==> src/rtl/mvm_stream_host.sv <==
// ============================================================================
// Module   : mvm_stream_host
// Brief    : Streams a KxK matrix and K-vector into the MVM engine, collects
//            the K results. Optional MVM_HOST_THROTTLE_EN adds LFSR bubbles.
// Revision : 1.0 - initial release
// ============================================================================
`default_nettype none

module mvm_stream_host #(
    parameter int K  = 3,
    parameter int AW = $clog2(K*K+K),
    parameter int RW = $clog2(K)
) (
    input  logic                 clk,
    input  logic                 reset,
    input  logic                 start,
    input  logic                 load_we,
    input  logic [AW-1:0]        load_addr,
    input  logic signed [7:0]    load_data,
    output logic                 tx_valid,
    input  logic                 tx_ready,
    output logic signed [7:0]    tx_data,
    input  logic                 rx_valid,
    output logic                 rx_ready,
    input  logic signed [15:0]   rx_data,
    input  logic                 rx_overflow,
    input  logic [RW-1:0]        rd_addr,
    output logic signed [15:0]   rd_data,
    output logic                 busy,
    output logic                 done,
    output logic                 ovf_seen
);

    localparam int N = K*K + K;
    localparam logic [AW-1:0] LAST_TX = AW'(N-1);
    localparam logic [RW-1:0] LAST_RX = RW'(K-1);

    typedef enum logic [1:0] {
        S_IDLE = 2'd0,
        S_SEND = 2'd1,
        S_RECV = 2'd2,
        S_DONE = 2'd3
    } state_t;

    state_t             state_q, state_d;
    logic [AW-1:0]      tx_cnt_q, tx_cnt_d;
    logic [RW-1:0]      rx_cnt_q, rx_cnt_d;
    logic               ovf_q, ovf_d;
    logic signed [7:0]  opbuf_q  [N];
    logic signed [15:0] result_q [K];
    logic               tx_hs, rx_hs;

`ifdef MVM_HOST_THROTTLE_EN
    logic [7:0] lfsr_q;
    logic       hold_q;

    // Once offered, a word stays valid regardless of the LFSR until accepted.
    always_ff @(posedge clk) begin
        if (reset) begin
            lfsr_q <= 8'hA5;
            hold_q <= 1'b0;
        end else begin
            lfsr_q <= {lfsr_q[6:0], lfsr_q[7] ^ lfsr_q[5] ^ lfsr_q[4] ^ lfsr_q[3]};
            hold_q <= tx_valid & ~tx_ready;
        end
    end

    assign tx_valid = (state_q == S_SEND) && (lfsr_q[0] || hold_q);
    assign rx_ready = (state_q == S_RECV) && lfsr_q[0];
`else
    assign tx_valid = (state_q == S_SEND);
    assign rx_ready = (state_q == S_RECV);
`endif

    assign tx_hs    = tx_valid & tx_ready;
    assign rx_hs    = rx_valid & rx_ready;
    assign ovf_seen = ovf_q;

    always_comb begin
        tx_data = '0;
        if (int'(tx_cnt_q) < N) tx_data = opbuf_q[tx_cnt_q];
    end

    always_comb begin
        rd_data = '0;
        if (int'(rd_addr) < K) rd_data = result_q[rd_addr];
    end

    always_comb begin
        state_d  = state_q;
        tx_cnt_d = tx_cnt_q;
        rx_cnt_d = rx_cnt_q;
        ovf_d    = ovf_q;
        busy     = 1'b0;
        done     = 1'b0;
        case (state_q)
            S_IDLE: begin
                if (start) begin
                    state_d  = S_SEND;
                    tx_cnt_d = '0;
                    rx_cnt_d = '0;
                    ovf_d    = 1'b0;
                end
            end
            S_SEND: begin
                busy = 1'b1;
                if (tx_hs) begin
                    tx_cnt_d = tx_cnt_q + 1'b1;
                    if (tx_cnt_q == LAST_TX) state_d = S_RECV;
                end
            end
            S_RECV: begin
                busy = 1'b1;
                if (rx_hs) begin
                    rx_cnt_d = rx_cnt_q + 1'b1;
                    ovf_d    = ovf_q | rx_overflow;
                    if (rx_cnt_q == LAST_RX) state_d = S_DONE;
                end
            end
            S_DONE: begin
                done    = 1'b1;
                state_d = S_IDLE;
            end
            default: state_d = S_IDLE;
        endcase
    end

    always_ff @(posedge clk) begin
        if (reset) begin
            state_q  <= S_IDLE;
            tx_cnt_q <= '0;
            rx_cnt_q <= '0;
            ovf_q    <= 1'b0;
            for (int i = 0; i < K; i++) result_q[i] <= '0;
        end else begin
            state_q  <= state_d;
            tx_cnt_q <= tx_cnt_d;
            rx_cnt_q <= rx_cnt_d;
            ovf_q    <= ovf_d;
            if (state_q == S_RECV && rx_hs) result_q[rx_cnt_q] <= rx_data;
        end
    end

    // Operand buffer is deliberately not reset.
    always_ff @(posedge clk) begin
        if (!reset && state_q == S_IDLE && load_we && int'(load_addr) < N)
            opbuf_q[load_addr] <= load_data;
    end

endmodule

`default_nettype wire

==> config.mk <==
export PLATFORM = sky130hd
export DESIGN_NAME = mvm_stream_host
export DESIGN_NICKNAME = d
export VERILOG_FILES = /design/src/rtl/mvm_stream_host.sv
export SDC_FILE = /design/constraint.sdc
export NUM_CORES = 1
export LEC_CHECK = 0
export CAP_MARGIN = 20
export CORE_MARGIN = 5
export CORE_UTILIZATION = 40
export DETAILED_ROUTE_END_ITERATION = 6
export GPL_ROUTABILITY_DRIVEN = 0
export PLACE_DENSITY = 0.61
export SLEW_MARGIN = 30
export SYNTH_ARGS = -nofsm -noshare
export SYNTH_HDL_FRONTEND = slang
export SYNTH_SLANG_ARGS = --single-unit
==> constraint.sdc <==
create_clock -name clk -period 2.95 [get_ports clk]
set_input_delay 0.59 -clock clk [delete_from_list [all_inputs] [get_ports clk]]
set_output_delay 0.59 -clock clk [all_outputs]
set_load 0.01 [all_outputs]
==> results by stage, run 1 <==
Critical path:
- The reg-to-reg startpoint is state_q[0].
- The nature of the critical path endpoint is an output pin.
- The data required time at the worst endpoint is 2360 ps.
- In this run the register-to-register setup slack is 790 ps.
- STA classifies the critical path startpoint as a flop.
- The top fanout value on the critical path is 10.
- The worst endpoint data arrival time is 2260 ps.
- The setup path with the least slack is of type flop to output pin.
- Measured in cells, the most critical reg-to-reg path has a length of 7.
- The most critical setup path has its endpoint at tx_data[2].
- The terminus of the critical flop-to-flop path is opbuf_q[0][6].

Synthesis:
- The cell area that synthesis handed to floorplanning was 6593 um2.
- The number of synthesized register bits is 157.
- The number of nets handed over by synthesis was 467.
- Synthesis produced a netlist whose cell count is 420.
- In this run, synthesis inferred 144 flip-flops with an integrated enable.
- The mean cell area of the mapped netlist is 15.70 um2.
- The top flip-flop cell by instance count after synthesis is sky130_fd_sc_hd__edfxtp_1.
- After synthesis, flip-flops and latches occupy 69.54% of the total area.
- Yosys mapped the design onto 40 distinct sky130hd cell types.
- For this run, the number of Yosys warnings is 0.
- The post-synthesis async set-or-reset flop share is 0%.

Pwr:
- The static leakage is 0.003011 uW.
- For this design the ratio of total power to cell area is 692.6 nW/um2.
- IR analysis of the VDD net gives a maximum drop of between 0.4 and 0.5 mV.
- The post-route total power is 5788 uW.

Min path:
- The tightest min-delay check is of the flop to flop type.

Timing:
- The transition time of the tightest slew-check pin is 634.3 ps.
- On the final layout, the worst clock skew is 8.077 ps.
- The total negative setup slack is 0 ps.
- For this run, the top clock speed supported by timing is 350.4 MHz.
- The relative slew slack is 57.71%.
- The final number of hold-violating endpoints came to 0.
- On the final layout, the worst hold slack is 523.3 ps.
- Setup repair after global routing left no endpoint under its margin.
- The max-slew violation count was 0.
- After layout, the worst path uses between 90% and 100% of the clock period.
- The routed design could run at a clock period as short as 2854 ps.
- The number of failing setup endpoints in the final timing report is 0.

Floorplan:
- The floorplan step defined a die boundary enclosing 19150 um2.
- The starting density of the core is between 40% and 50%.
- The core area is 16350 um2.
- From left edge to right edge, the die measures roughly 140 um.
- In this run the vertical extent of the chip is between 100 and 150 um.
- The count of pins on the block boundary is 66.
- The number of cell rows is 47.

Detailed routing:
- Dividing the detail-routed wire length by the instance count gives 19.21 um.
- The remaining design rule violation count is 0.
- The routed via count divided by cell count is 5.208.
- The sum of routed wire length over all layers is 14200 um.
- The detailed router placed 3849 vias in this run.
- The first detailed-routing pass ran for 4 iterations.
- The number of DRC violations after detailed-routing iteration 0 is 259.
- The final antenna-violating net count is 0.

Global route:
- The initial antenna violation count is 0.
- The number of global-route vias before repair came to 3964.
- The final global-route overflow total is 0.
- The total global routing track utilization is between 10% and 20%.
- The first global-routing pass estimated 22570 um of wire.
- The largest net degree at the start of global routing is 34.

Placed design:
- Including well taps, the total number of placed cells is 706.
- Once detailed placement completed, the half-perimeter wirelength came to 9274 um.
- Port buffering added 65 buffers.

Cells and area:
- The growth of design area from synthesis to finish is 26.76%.
- The number of antenna diodes in the final layout is 0.
- The number of fillers in the final layout is 1408.
- The final core area utilization is around half.
- Of the cells placed in the final design, the portion with a size suffix greater than 1 is about 18%.
- After the last flow step, the layout net total stands at 554.
- The library cells used most frequently in the layout, excluding fill and tap cells, are sky130_fd_sc_hd__edfxtp_1 (144), sky130_fd_sc_hd__clkdlybuf4s50_1 (64), sky130_fd_sc_hd__and3_1 (48), sky130_fd_sc_hd__mux4_2 (24).
- Leaving out fill and tap cells, the most frequent cell in the layout is sky130_fd_sc_hd__edfxtp_1.
- Once layout is complete, the cells apart from fillers number 739.

Run status:
- The flow ran to the end, and the final reports show no timing, DRC or antenna violations.

Clock network:
- The clock sink count is 157.
- The clock network latency to the later pin of the worst-skew pair is between 400 and 500 ps.
- Clock tree synthesis selected as its root buffer the cell sky130_fd_sc_hd__clkbuf_16.
- The number of clock buffers added by TritonCTS is 17.
- The number of H-tree levels is 4.
- The maximum clock path buffer count is 2.
- Clock-pin slew was measured on the worst setup and hold paths at 60 ps.
- TritonCTS built the clock tree.

Job:
- Max-cap violations in this run came to 0.
-- stage by stage --
stage | area [um2] | setup WS, ps
floorplan | 6593 | 660.4
global placement | 7639 | 212.4
detailed placement | 7639 | 143.4
CTS | 8322 | 13.35
global route | 8357 | 0.07128
finish | 8357 | 96.10
-- synth_stat cells (all sizes together), types with 4 or more instances --
| cell | n | area, um2 |
|---|---|---|
| nand2 | 20 | 75.07 |
| clkbuf | 16 | 60.06 |
| nor2b | 14 | 95.09 |
| mux2i | 17 | 170.2 |
| nand2b | 4 | 25.02 |
| dfxtp | 13 | 260.3 |
| buf | 9 | 55.04 |
| nor4 | 8 | 56.30 |
| nor3 | 13 | 65.06 |
| o21ai | 23 | 115.1 |
| inv | 7 | 26.28 |
| nand3 | 5 | 25.02 |
| ha | 10 | 125.1 |
| a21oi | 6 | 30.03 |
| o22ai | 8 | 50.05 |
| edfxtp | 144 | 4324 |
| nor2 | 12 | 45.04 |
| mux4 | 24 | 540.5 |
| and3 | 48 | 300.3 |
-- area by class of cell --
type	count	area, um2	area share [%]
timing repair buffer	93	943.4	11.29
inverter	7	26.28	0.3144
multi-input combinational	231	1882	22.52
tap	220	275.3	3.294
clock inverter	13	212.7	2.545
clock buffer	18	429.2	5.136
sequential	157	4588	54.90
-- registers in the layout (all words and copies together) (netlist names), named ones only --
name	count
state_q	2
opbuf_q	96
tx_cnt_q	4
rx_cnt_q	2
ovf_seen	1
result_q	48
-- per-layer routing --
layer	up-vias	track usage [%]	wire length, um
met2	97	25.85	7433
met5	-	0	0
li1	1814	-	-
met4	0	4.888	227
met3	14	4.316	685
met1	1924	19.14	5850
-- worst min-delay path by stage --
stage                     depth (start not counted)   startpoint          end
after floorplan                                   2  rx_cnt_q[0]  rx_cnt_q[0]
after global placement                            2  rx_cnt_q[0]  rx_cnt_q[0]
after detailed placement                          2  rx_cnt_q[0]  rx_cnt_q[0]
after CTS                                         2  rx_cnt_q[0]  rx_cnt_q[0]
after global routing                              2  rx_cnt_q[0]  rx_cnt_q[0]
final                                             2  rx_cnt_q[0]  rx_cnt_q[0]
-- logic make-up after synthesis --
logic type	after synthesis	synth area share (%)
flip-flops	157	69.54
AND/OR/NAND/NOR	133	11.46
AO/OA/AOI/OAI	46	4.043
multiplexers	41	10.78
buffers and inverters	32	2.145
adder cells (fa/ha/maj)	10	1.898
XOR/XNOR	1	0.1329
-- what timing repair did --
| item | in CTS | in global routing |
|---|---|---|
| setup buffers | 0 | 0 |
| setup endpoints to repair | 3 | 5 |
| cloned | 1 | 1 |
| hold buffers | 0 | 0 |
| gates resized for setup | 3 | 3 |
-- worst max-delay path, cell delays in order, from the launching register on --
cell                              delay [ps]
sky130_fd_sc_hd__dfxtp_2                 370
sky130_fd_sc_hd__buf_12                  160
sky130_fd_sc_hd__mux4_2                  510
sky130_fd_sc_hd__o22ai_1                 220
sky130_fd_sc_hd__nor3_1                   80
sky130_fd_sc_hd__clkdlybuf4s50_1         500
-- where the power goes --
part           leakage (uW)  internal [uW]  total, uW  switching, uW
clock network      0.000303           1500       2370            867
logic               0.00124            434        876            442
registers           0.00147           2500       2540           40.9
total               0.00301           4440       5790           1350
Note: power is estimated with default switching activity, not from simulation.
==> inputs of run 2 (changes only) <==
CORE_ASPECT_RATIO = 0.75   (was not set)
==> run 2 against run 1 <==
Effect of this change: routed wire length fell by 3.4%; global-route usage fell by 0.16 points; combinational power fell by 5.1%; via count fell by 0.42%; first-iteration DRC count rose by 9.7%; largest power group unchanged.
==> results by stage, run 2 (synthesis gave the netlist of run 1 again) <==
Cells and area:
- Summing all non-filler instances in the final layout gives an area of 8192 um2.
- The register with the most flip-flops in the layout has 96 of them.
- Ranked by flip-flop count, first place goes to opbuf_q.
- The largest registers in the layout are opbuf_q (96), result_q (48), tx_cnt_q (4).
- The growth of design area from synthesis to finish is 24.26%.
- The antenna diode count is 0.
- The proportion of layout cells with a drive suffix above 1 is about 17%.
- The number of fillers in the final layout is 1341.
- The non-filler instance count after layout is 726.
- Leaving out fill and tap cells, the most frequent cell in the layout is sky130_fd_sc_hd__edfxtp_1.
- Leaving out fill and tap cells, the most frequent cells in the layout are sky130_fd_sc_hd__edfxtp_1 (144), sky130_fd_sc_hd__clkdlybuf4s50_1 (61), sky130_fd_sc_hd__and3_1 (48), sky130_fd_sc_hd__mux4_2 (24), sky130_fd_sc_hd__o21ai_0 (23).
- For this run, the post-layout net count is 550.

Clock network:
- The number of H-tree levels is 4.
- The CTS buffer count is 17.
- After clock tree synthesis, the clock-pin slew on the worst setup and hold paths is 60 ps.
- The maximum clock path buffer count is 2.
- The TritonCTS clock tree is built.
- For this design, the sink count on the clock tree is 157.
- The clock network latency to the later pin of the worst-skew pair is approximately 420 ps.
- The library cell used as clock root buffer is sky130_fd_sc_hd__clkbuf_16.
- After clock tree synthesis, the flow added hold-fix buffers numbering 0.

Placed design:
- In this run the cell area measured after placement is between 7000 and 8000 um2.
- The number of buffers added on ports is 65.
- The placed wire-length estimate is 9109 um.
- The total placed cells including tap cells is approximately 700.

Global route:
- The number of global-route vias before repair is slightly below 4k.
- The final global-route overflow total is 0.
- Entering global routing, the biggest net connects 49 pins.
- The first global-routing pass estimated approximately 22000 um of wire.
- The initial antenna violation count was 0.
- The total global routing track utilization is 15.12%.

Timing:
- The number of failing setup endpoints in the final timing report is 0.
- Headroom to the max-slew limit came out at 55.09%.
- Final hold analysis gives a worst-case slack of 536.8 ps.
- The transition time of the tightest slew-check pin is between 600 and 700 ps.
- The max-slew violation count was 0.
- Counting I/O delays and the setup requirement, the final critical path takes 2838 ps.
- For the final database, setup skew stands at 9.028 ps.
- The worst path uses 96.20% of the clock period.
- Summed over all failing endpoints, the final setup total negative slack is 0 ps.
- For this run, the top clock speed supported by timing is 352.4 MHz.
- The final number of hold-violating endpoints is 0.

Detailed routing:
- The number of DRC violations after detailed-routing iteration 0 is 284.
- The remaining design rule violation count is 0.
- The final antenna-violating net count is 0.
- Using the TritonRoute via totals, the vias-per-cell ratio works out to 5.280.
- The first detailed-routing pass ran for 4 iterations.
- Across all layers, the routed design uses between 3k and 4k vias.
- In the final routed layout, each cell accounts on average for 18.90 um.
- The sum of routed wire length over all layers is about 14000 um.

Floorplan:
- Once the floorplan was initialized, standard cells occupied 40.91% of the core.
- The floorplan step defined a die boundary enclosing 19180 um2.
- The die extent in x is 158.2 um.
- The count of pins on the block boundary is between 60 and 70.
- The region available for standard cell placement spans between 15000 and 20000 um2.
- The number of cell rows is 40.
- From bottom edge to top edge, the die measures 121.2 um.

Critical path:
- The nature of the critical path endpoint is an output pin.
- The worst setup path is launched from a flop.
- The worst setup path is of the flop to output pin kind.
- STA puts the critical path data required time at 2360 ps.
- Along the worst path, the maximum fanout reaches 11.
- The worst endpoint data arrival time is 2250 ps.

Pwr:
- The static leakage is 0.002964 uW.
- Dividing total power by cell area gives a power density of about 660 nW/um2.
- VDD sags by at most 0.3586 mV.

Run status:
- The run finished with clean final reports.

Min path:
- The worst hold path belongs to the class flop to flop.

Job:
- The tool flagged a number of max-cap violations equal to 0.
run 2: cell types whose count changed in the layout (fill, tap and decap cells not counted), sizes merged:
cell | previous run | this run
bufbuf | 1 | 0
clkinvlp | 3 | 2
dlymetal6s2s | 1 | 4
clkinv | 2 | 7
bufinv | 5 | 1
clkdlybuf4s50 | 64 | 61
buf | 26 | 24
run 2: final cells by class:
type	count	area, um2	share of cell area, %
sequential	157	4589	56.03
multi-input combinational	231	1882	22.97
timing repair buffer	89	882.1	10.77
clock buffer	19	432.9	5.285
tap	210	262.8	3.208
clock inverter	13	116.4	1.421
inverter	7	26.28	0.3208
run 2: timing repair:
item,CTS,global route
gates resized for setup,3,10
pin swaps,0,0
hold endpoints to repair,0,0
endpoints found under the setup margin,7,8
buffers inserted,0,0
run 2: final timing paths:
check                                  from             to  cells past startpoint  slack (ps)
worst max-delay path                   flop     tx_data[0]                      5         110
worst min-delay path            rx_cnt_q[0]    rx_cnt_q[0]                      2         540
worst max register to register   state_q[0]  opbuf_q[8][6]                      7         730
worst min register to register  rx_cnt_q[0]    rx_cnt_q[0]                      2         540
run 2: per-layer routing:
layer | routed length [um] | vias up | part of all wire [%] | GRT usage (%)
met5 | 0 | - | 0 | 0
li1 | - | 1810 | - | -
met1 | 6342 | 1910 | 46 | 21.99
met3 | 777 | 6 | 5.7 | 3.779
met4 | 71 | 0 | 0.52 | 3.836
met2 | 6529 | 107 | 48 | 22.88
run 2: critical path, stage by stage (launching register included):
cell                              delay [ps]
sky130_fd_sc_hd__dfxtp_1                 360
sky130_fd_sc_hd__buf_12                  170
sky130_fd_sc_hd__mux4_2                  520
sky130_fd_sc_hd__o22ai_1                 180
sky130_fd_sc_hd__nor3_1                   90
sky130_fd_sc_hd__clkdlybuf4s50_1         510
run 2: stage by stage:
stage	total power, uW	setup WS (ps)	util (%)
2_1_floorplan	3083	660.4	-
3_3_place_gp	3403	170.4	47.15
3_5_place_dp	3419	131.7	47.15
4_1_cts	5441	15.99	50.60
5_1_grt	5628	-0.4490	50.83
6_report	5390	112.0	50.83
run 2: report_power, final:
part / switching (uW) / internal (uW) / total, uW
combinational: 425 / 406 / 831
clock: 853 / 1160 / 2020
sequential: 41.0 / 2500 / 2540
==> inputs of run 3 (changes only) <==
CORE_UTILIZATION = 56   (was 40)
PLACE_DENSITY = 0.81   (was 0.61)
==> run 3 against run 2 <==
Effect of this change: sequential power hardly changed; largest cell class unchanged; critical endpoint is now tx_data[6]; clock skew is 1.2 ps lower; setup slack got worse by 42 ps; largest power group unchanged; highest routed layer unchanged; first-iteration DRC count up 32%; fmax down 1.4%.
==> results by stage, run 3 (synthesis gave the netlist of run 1 again) <==
Floorplan:
- The area enclosed by the die boundary is between 10000 and 15000 um2.
- Once the floorplan was initialized, standard cells occupied approximately 57% of the core.
- 66 I/O pins were placed.
- After floorplanning, the core was divided into 34 placement rows.
- The die extent in x is ~140 um.
- In this run the standard cell core region covers 11570 um2.
- The height of the die is 104.0 um.

Clock network:
- Clock-pin slew was measured on the worst setup and hold paths at 60 ps.
- The maximum clock path buffer count is 2.
- The tree is rooted in a sky130_fd_sc_hd__clkbuf_16.
- Hold repair after CTS inserted 0 buffers.
- The clock network latency to the later pin of the worst-skew pair is about 400 ps.
- The H-tree was split into 4 levels.
- For this design, the sink count on the clock tree is 157.
- The TritonCTS clock tree is built.
- The CTS buffer count is 17.

Critical path:
- The data required time at the worst endpoint is 2360 ps.
- Among all stages on the critical path, the largest delay is contributed by sky130_fd_sc_hd__mux4_2.
- The slack of the worst reg-to-reg path is 750 ps.
- The signal on the critical path passes through buf_12 > mux4_2 > o22ai_2 > nor3_1 > clkdlybuf4s50_1.
- In this run the critical register-to-register path is captured at opbuf_q[1][7].
- The path depth of the worst reg2reg path is 7.
- The worst setup path is of the flop to output pin kind.
- The nature of the critical path endpoint is an output pin.
- Data on the critical path arrives at its endpoint at 2290 ps.
- STA classifies the critical path startpoint as a flop.
- On the worst path, the slowest cell contributes a delay of roughly 520 ps.
- The top fanout value on the critical path is 11.
- In this run the critical register-to-register path is launched from state_q[0].

Detailed routing:
- The count of vias placed by the detailed router is 3964.
- The remaining design rule violation count is 0.
- The first TritonRoute pass finished after 5 iterations.
- After detailed routing, the average wire length per cell comes to 20.98 um.
- The sum of routed wire length over all layers is 14310 um.
- In this run the remaining antenna-violating nets after routing total 0.
- Dividing the detail-routed via count by the number of cells gives 5.812.
- The number of DRC violations after detailed-routing iteration 0 is 374.

Min path:
- The startpoint identified for the worst hold timing path is ovf_seen.
- The path with the worst hold slack has its endpoint at ovf_seen.
- Along the worst hold path, the cell count comes to 2.
- The path class of the tightest hold or removal check is flop to flop.

Timing:
- The max-slew violation count was 0.
- The fmax is 347.3 MHz.
- The total negative setup slack is 0 ps.
- The relative slew slack is 59.56%.
- In the finished design, the share of the clock period the worst path needs comes to 97.61%.
- Setup violations remaining at the end of the flow were counted as 0.
- The transition time of the tightest slew-check pin is 606.7 ps.
- Subtracting the final worst setup slack from the clock period gives 2880 ps.
- The worst path setup slack after routing is 70.40 ps.
- The final number of hold-violating endpoints is 0.
- The clock tree skew after final layout is 7.841 ps.
- The tightest hold path in the finished design has a slack of 560.9 ps.

Cells and area:
- The library cells used most frequently in the layout, excluding fill and tap cells, are sky130_fd_sc_hd__edfxtp_1 (144), sky130_fd_sc_hd__clkdlybuf4s50_1 (63), sky130_fd_sc_hd__and3_1 (48), sky130_fd_sc_hd__mux4_2 (24), sky130_fd_sc_hd__buf_4 (24).
- The net count of the finished layout is 554.
- For this run, the share of the core covered by cells in the final layout is 70.76%.
- From synthesis to final layout, the design area changed by 24.20%.
- In the final layout, the registers with the most flip-flops are opbuf_q (96), result_q (48), tx_cnt_q (4).
- The flip-flop count of the largest register, all copies and words added is between 90 and 100.
- The antenna diode count is 0.
- The most common cell after layout, fill and taps aside is sky130_fd_sc_hd__edfxtp_1.
- The proportion of layout cells with a drive suffix above 1 is 18.46%.
- The post-layout instance area is roughly 8200 um2.
- The register with the most flip-flops in the final layout is opbuf_q.
- The layout has 721 filler cells.

Placed design:
- The placed instance area is 7546 um2.
- Prior to clock tree synthesis, the placed netlist has a worst setup slack of 144.7 ps.
- The wire-length estimate of the detail-placed layout is approximately 9200 um.
- The number of buffers added on ports is 65.

Job:
- Max-cap violations in this run came to 0.

Global route:
- The first-pass GRT wire length is 22370 um.
- The largest net degree at the start of global routing is 34.
- The final global-route overflow total is 0.
- The initial antenna violation count is 0.
- The number of global-route vias before repair is 3961.
- The total global routing track utilization is 21.13%.

Pwr:
- For this design the ratio of total power to cell area is 662.2 nW/um2.
- The total internal power is 4085 uW.
- The net switching power is 1338 uW.
- The share of total power dissipated in combinational logic is 16.5%.
- The static leakage is 0.002963 uW.
- The part of the total power dissipated in the clock network is 36.7%.
- The worst voltage drop across the vdd grid is 0.4581 mV.
- The relative contribution of sequential cells to total power is approximately 47%.
- The net switching fraction of the power is 24.67%.

Run status:
- The run finished with clean final reports.
-- run 3: cell types whose count changed in the layout (fill, tap and decap cells not counted), sizes merged --
cell           previous run  this run
inv                      10         9
clkinvlp                  2         5
buf                      24        28
dlymetal6s2s              4         2
clkdlybuf4s50            61        63
clkbuf                   19        17
-- run 3: power by group through the flow --
stage                     registers [uW]  clock network [uW]  logic [uW]
after detailed placement            2580                   0         851
final                               2540                1990         895
after floorplan                     2570                   0         513
after global routing                2540                2140         967
after global placement              2580                   0         823
after CTS                           2540                2020         877
-- run 3: routing by layer --
| metal | wire [um] | track usage (%) | part of all wire, % |
|---|---|---|---|
| met1 | 6325 | 30.66 | 44 |
| met5 | 0 | 0 | 0 |
| met4 | 202 | 6.619 | 1.4 |
| met3 | 736 | 4.884 | 5.1 |
| met2 | 7043 | 32.07 | 49 |
-- run 3: area by class of cell --
cell class	count	area [um2]	area share [%]
inverters	7	26.28	0.3209
well taps	162	202.7	2.476
repair buffers	93	907.1	11.08
flip-flops and latches	157	4586	56.01
clock inverters	15	122.6	1.498
multi-input cells	231	1918	23.43
clock buffers	17	425.4	5.196
-- run 3: through the flow --
| step | total power, uW | instances |
|---|---|---|
| after floorplan | 3083 | 420 |
| after global placement | 3402 | 647 |
| after CTS | 5431 | 679 |
| after global routing | 5648 | 682 |
| final | 5422 | 682 |
| after detailed placement | 3434 | 647 |
-- run 3: worst max-delay path by stage --
stage | start | cells past startpoint | slack, ps | endpoint
2_1_floorplan | state_q[0] | 6 | 660 | opbuf_q[0][0]
3_3_place_gp | rd_addr[0] | 6 | 210 | rd_data[6]
3_5_place_dp | rd_addr[0] | 6 | 140 | rd_data[6]
4_1_cts | flop | 5 | 20 | tx_data[0]
5_1_grt | flop | 5 | -2 | tx_data[5]
6_report | flop | 5 | 70 | tx_data[6]
-- run 3: critical path, delay by kind of cell, from the launching register on --
kind            cells  cell delay (ps)
mux                 1              520
flops               1              360
compound gates      1              230
buf+inv             2              660
simple gates        1               90
-- run 3: repair_timing --
| action | in CTS | in global routing |
|---|---|---|
| endpoints found under the setup margin | 7 | 6 |
| setup buffers | 0 | 3 |
| gates cloned | 0 | 0 |
| resized for setup | 8 | 8 |
